`src/rtl/pc_ctrl.sv`:
```
// pc_ctrl: fetch-side program counter, flag register, branch resolution and
// sticky halt. Optional branch performance counters are enabled by defining
// PC_PERF_CNT_EN (adds br_cnt/taken_cnt ports).
module pc_ctrl #(
  parameter logic [15:0] RESET_PC = 16'h0000,
  parameter int unsigned DW       = 16
) (
  input  logic          clk,
  input  logic          rst,
  input  logic [DW-1:0] instr,
  input  logic          stall,
  input  logic          alu_z,
  input  logic          alu_v,
  input  logic          alu_n,
  input  logic [DW-1:0] rs_data,
  output logic [DW-1:0] pc,
  output logic [DW-1:0] pc_plus2,
  output logic          branch_taken,
  output logic [2:0]    flags,
`ifdef PC_PERF_CNT_EN
  output logic [15:0]   br_cnt,
  output logic [15:0]   taken_cnt,
`endif
  output logic          hlt
);

  localparam int unsigned OPW = 4;
  localparam logic [OPW-1:0] OP_ADD = 4'b0000;
  localparam logic [OPW-1:0] OP_SUB = 4'b0001;
  localparam logic [OPW-1:0] OP_XOR = 4'b0010;
  localparam logic [OPW-1:0] OP_SLL = 4'b0100;
  localparam logic [OPW-1:0] OP_SRA = 4'b0101;
  localparam logic [OPW-1:0] OP_ROR = 4'b0110;
  localparam logic [OPW-1:0] OP_B   = 4'b1100;
  localparam logic [OPW-1:0] OP_BR  = 4'b1101;
  localparam logic [OPW-1:0] OP_HLT = 4'b1111;

  typedef enum logic {
    ST_RUN  = 1'b0,
    ST_HALT = 1'b1
  } state_t;

  state_t          state_q, state_d;
  logic [DW-1:0]   pc_q, pc_d;
  logic [2:0]      flags_q, flags_d;

  logic [OPW-1:0]  opcode;
  logic [2:0]      ccc;
  logic [8:0]      imm;
  logic [DW-1:0]   b_off;
  logic [DW-1:0]   b_target;
  logic            flag_z, flag_v, flag_n;
  logic            cond_c;
  logic            is_branch_c;
  logic            is_hlt_c;
  logic            halted_c;
  logic            advance_c;

`ifdef PC_PERF_CNT_EN
  logic [15:0]     br_cnt_q, br_cnt_d;
  logic [15:0]     taken_cnt_q, taken_cnt_d;
`endif

  // Instruction field extraction and branch target arithmetic
  assign opcode      = instr[15:12];
  assign ccc         = instr[11:9];
  assign imm         = instr[8:0];
  assign b_off       = {{(DW-10){imm[8]}}, imm, 1'b0};
  assign pc_plus2    = pc_q + DW'(2);
  assign b_target    = pc_plus2 + b_off;

  assign flag_z      = flags_q[2];
  assign flag_v      = flags_q[1];
  assign flag_n      = flags_q[0];

  assign is_branch_c = (opcode == OP_B) || (opcode == OP_BR);
  assign is_hlt_c    = (opcode == OP_HLT);
  assign halted_c    = (state_q == ST_HALT);
  assign advance_c   = !stall && !halted_c;

  // Branch condition against the registered flags
  always_comb begin
    cond_c = 1'b0;
    unique case (ccc)
      3'b000: cond_c = !flag_z;
      3'b001: cond_c = flag_z;
      3'b010: cond_c = !flag_z && !flag_n;
      3'b011: cond_c = flag_n;
      3'b100: cond_c = flag_z || (!flag_z && !flag_n);
      3'b101: cond_c = flag_n || flag_z;
      3'b110: cond_c = flag_v;
      default: cond_c = 1'b1;
    endcase
  end

  assign branch_taken = is_branch_c && cond_c && !halted_c;
  assign hlt          = (is_hlt_c && !rst) || halted_c;
  assign pc           = pc_q;
  assign flags        = flags_q;

  // Next-state: halt FSM, PC selection and flag writes
  always_comb begin
    state_d = state_q;
    pc_d    = pc_q;
    flags_d = flags_q;
    if (advance_c) begin
      if (is_hlt_c) begin
        state_d = ST_HALT;
      end else if (branch_taken && (opcode == OP_B)) begin
        pc_d = b_target;
      end else if (branch_taken) begin
        pc_d = rs_data;
      end else begin
        pc_d = pc_plus2;
      end
      unique case (opcode)
        OP_ADD, OP_SUB: flags_d = {alu_z, alu_v, alu_n};
        OP_XOR, OP_SLL, OP_SRA, OP_ROR: flags_d[2] = alu_z;
        default: flags_d = flags_q;
      endcase
    end
  end

  // State registers with synchronous reset taking priority over stall and halt
  always_ff @(posedge clk) begin
    if (rst) begin
      state_q <= ST_RUN;
      pc_q    <= RESET_PC;
      flags_q <= 3'b000;
    end else begin
      state_q <= state_d;
      pc_q    <= pc_d;
      flags_q <= flags_d;
    end
  end

`ifdef PC_PERF_CNT_EN
  // Saturating branch counters, advancing only on retiring edges
  always_comb begin
    br_cnt_d    = br_cnt_q;
    taken_cnt_d = taken_cnt_q;
    if (advance_c && is_branch_c && (br_cnt_q != 16'hFFFF)) begin
      br_cnt_d = br_cnt_q + 16'd1;
    end
    if (advance_c && branch_taken && (taken_cnt_q != 16'hFFFF)) begin
      taken_cnt_d = taken_cnt_q + 16'd1;
    end
  end

  // Counter registers
  always_ff @(posedge clk) begin
    if (rst) begin
      br_cnt_q    <= 16'h0000;
      taken_cnt_q <= 16'h0000;
    end else begin
      br_cnt_q    <= br_cnt_d;
      taken_cnt_q <= taken_cnt_d;
    end
  end

  assign br_cnt    = br_cnt_q;
  assign taken_cnt = taken_cnt_q;
`endif

endmodule

```
`config.mk`:
```
export PLATFORM = sky130hd
export DESIGN_NAME = pc_ctrl
export DESIGN_NICKNAME = d
export VERILOG_FILES = /design/src/rtl/pc_ctrl.sv
export SDC_FILE = /design/constraint.sdc
export NUM_CORES = 1
export LEC_CHECK = 0
export BUFFER_PORTS_ARGS = -buffer_cell sky130_fd_sc_hd__buf_2
export CORE_ASPECT_RATIO = 0.6
export CORE_UTILIZATION = 51
export CTS_CLUSTER_DIAMETER = 30
export DETAILED_ROUTE_END_ITERATION = 10
export PLACE_DENSITY = 0.81
export SLEW_MARGIN = 20
export SYNTH_ARGS = -nofsm -noshare
export SYNTH_HDL_FRONTEND = slang
export SYNTH_SLANG_ARGS = --single-unit
```
`constraint.sdc`:
```
create_clock -name clk -period 3.3 [get_ports clk]
set_input_delay 0.33 -clock clk [delete_from_list [all_inputs] [get_ports clk]]
set_output_delay 0.33 -clock clk [all_outputs]
set_load 0.05 [all_outputs]
```
==> impl_results.md <==
- Worst setup path category: reg -> reg
- Yosys Warn Count: 0
- Final WS setup: 0.186 ns
- ANT nets after route: 0
- Pre-CTS worst setup slack: 0.260 ns
- CP Data Arrival Time: 3.28 ns
- Largest family of logic cells by synthesized area: compound AO/OA/AOI/OAI gates
- CP Buf/Inv Count: 0
- First-pass GRT wire length: 11.3 mm
- Critical path peak fanout: 7
- CTS tree: done
- Core area: 4170 sq um
- Worst EP required: 3.47 ns
- Post-cts resize count: 0
- Synth-to-Final Area Change: 26.9%
- Num ports: 75
- CP endpoint kind: register
- Leak Pwr: 1.42 nW
- Final hold slack: 0.288 ns
- Synth Area in Adders: 0.109
- Worst R2R Start: pc[1]
- DRC: 0
- Die area: 4680 sq um
- Chip Width: 87.6 um
- Unrepaired setup endpoints after global routing: false
- Final Hold Viols: 0
- Initial DRT Pass Iterations: 5
- Critical Path Source: pc[1]
- Leading register cell type out of synthesis: dfxtp_1
- Rows: 18
- Max-Cap Viols: 0
- Final min period: 3.11 ns
- Setup TNS: 0 ns
- Num CTS Buffers: 3
- CP most frequent cell: ha_1
- Setup violators final: 0
- Routability Congestion: 0.911
- Peak Freq: 321 MHz
- Vias: 2530
- DR WL/cell: 16.7 um
- Met3 Wirelength: 604 um
- Total power draw: 0.837 mW
- VDD IR max: 0.283 mV
- Post-synthesis compound-gate area fraction: 0.282
- Initial antenna violation count: 0
- Placed Cells: 414
- Post-DR vias/cell: 6.05
- Xor/xnor share of the synthesized area: 0.0803
- CTS sink cnt: 20
- Worst-Margin Slew: 0.765 ns
- Hold path startpoint: alu_v
- Largest stage delay, worst path: 0.40 ns
- Min-Delay Path Class: in -> reg
- Detail Placement HPWL: 5.30 mm
- Mean Syn Cell Area: 7.66 sq um
- Final worst-path cycle share: 0.944
- Post-Synthesis Net Count: 350
- Post-route cell area: 2850 sq um
- DP Area: 2790 sq um
- Port bufs: 74
- Layout cells sized above 1: 0.302
- Sequential share of the synthesized area: 0.178
- Iter 0 DRT Violations: 250
- Skew final: 0.00180 ns
- Clock Latency Late Sink: 0.27 ns
- Simple-gate share of the synthesized area: 0.264
- Mux cell area share after synthesis: 0.0368
- Delay-heaviest family, CP: compound AO/OA/AOI/OAI gates
- Final slew viol count: 0
- Synth unique cells: 61
- Flop2flop setup slack: 0.19 ns
- Slew HR: 0.490
- Synth Cell Area: 2240 sq um
- Diode count: 0
- Buffer count from post-CTS setup fixing: 0
- Largest net degree at the start of global routing: 21
- Clock Tree Buf Depth: 2
- Status: completed
- Final Util: 0.683
- WL met2: 2.89 mm
- Initial core utilization: 0.538
- Drt total wl: 7.00 mm
- Number of global-route vias before repair: 2291
- Post-synth EDFFs: 0
- CTS clk-pin slew, worst paths: 0.08 ns
- CP startpoint kind: register
- Met1 Wirelength: 3.44 mm
- # hold bufs at CTS: 0
- Post-synthesis register bit count: 20
- Total track usage: 0.322
- Gate Count Post-Synth: 293
- H-Tree Depth: 1
- Top layer in use: met4
- GRT overflow: 0
- Clock root buffer: clkbuf_8
- Nets: 416
- Fraction of registers with async set/reset: 0
- Fin cells: 418
- Die H: 53.4 um
- Critical Path, Cell by Cell: ha_1 > nand3_1 > xnor2_4 > ha_1 > and3_1 > a22oi_2 > nand3_2 > a311oi_1 > mux2_1 > a21o_1
- Slowest CP cell: a311oi_1
- PwrDens: 294 nW/um^2
-- synthesized netlist by cell type (3+ instances only) --
| cell type | n | area [sq um] |
|---|---|---|
| buf_4 | 3 | 22.5 |
| and3_1 | 3 | 18.8 |
| nor3_1 | 7 | 35.0 |
| a21o_1 | 8 | 60.1 |
| xor2_1 | 6 | 52.6 |
| a211o_1 | 3 | 26.3 |
| nor2_1 | 18 | 67.6 |
| o211ai_1 | 7 | 52.6 |
| clkbuf_1 | 5 | 18.8 |
| xnor2_1 | 12 | 105 |
| dfxtp_1 | 20 | 400 |
| inv_1 | 10 | 37.5 |
| buf_2 | 4 | 20.0 |
| o21ai_1 | 4 | 20.0 |
| mux2i_1 | 6 | 60.1 |
| o21a_1 | 3 | 22.5 |
| a21oi_1 | 22 | 110 |
| and4_1 | 7 | 61.3 |
| or3_1 | 5 | 31.3 |
| o31ai_1 | 4 | 30.0 |
| nand4_1 | 5 | 31.3 |
| a31oi_1 | 5 | 31.3 |
| a211oi_1 | 5 | 37.5 |
| ha_1 | 18 | 225 |
| nor2b_1 | 4 | 25.0 |
| nand3_1 | 10 | 50.1 |
| o21ai_0 | 15 | 75.1 |
| and2_1 | 7 | 43.8 |
| nand2_1 | 27 | 101 |
-- power by group --
group / total (mW) / switching, mW / internal, mW
clock: 0.203 / 0.0960 / 0.107
combinational: 0.360 / 0.235 / 0.125
sequential: 0.275 / 0.0216 / 0.253
total: 0.837 / 0.352 / 0.485
-- per-layer routing --
metal  GRT usage  up-vias
li1            -     1230
met3      0.0702       10
met2       0.500      132
met1       0.452     1158
met4      0.0738        0
met5           0        -
-- cell families after synthesis --
family          Yosys count
buf+inv                  25
flops                    20
mux                       8
compound gates           94
simple gates            108
fa+ha+maj                19
xor+xnor                 19
-- final timing paths --
path,to,depth (start not counted)
min,flags[1],3
max,pc[14],10
max reg2reg,pc[14],10
min reg2reg,pc[0],2
-- state kept, by name (all words and copies together), names as in the netlist --
signal    flops
pc           16
halted_c      1
flags         3
-- worst min-delay path, delay by kind of cell --
kind,cells,cell delay [ns]
buffers and inverters,1,0.08
and+or+nand+nor,1,0.07
muxes,1,0.05
-- cell usage in the layout (no fill, tap or decap), types with 6 or more instances in the layout --
| cell type | synthesis | routed |
|---|---|---|
| a21o_1 | 8 | 8 |
| a21oi_1 | 22 | 22 |
| and2_1 | 7 | 7 |
| and4_1 | 7 | 7 |
| buf_2 | 4 | 74 |
| dfxtp_1 | 20 | 14 |
| dfxtp_2 | 0 | 6 |
| ha_1 | 18 | 18 |
| inv_1 | 10 | 10 |
| mux2i_1 | 6 | 6 |
| nand2_1 | 27 | 27 |
| nand3_1 | 10 | 10 |
| nor2_1 | 18 | 18 |
| nor3_1 | 7 | 7 |
| o211ai_1 | 7 | 7 |
| o21ai_0 | 15 | 15 |
-- area by class of cell --
type                    count  area [sq um]
multi-input cells         248          1890
well taps                  60          75.1
flip-flops and latches     20           408
fillers                   358          1320
repair buffers             75           378
clock buffers               4          55.1
inverters                  11          41.3
Power figures use the tool's default switching activity.
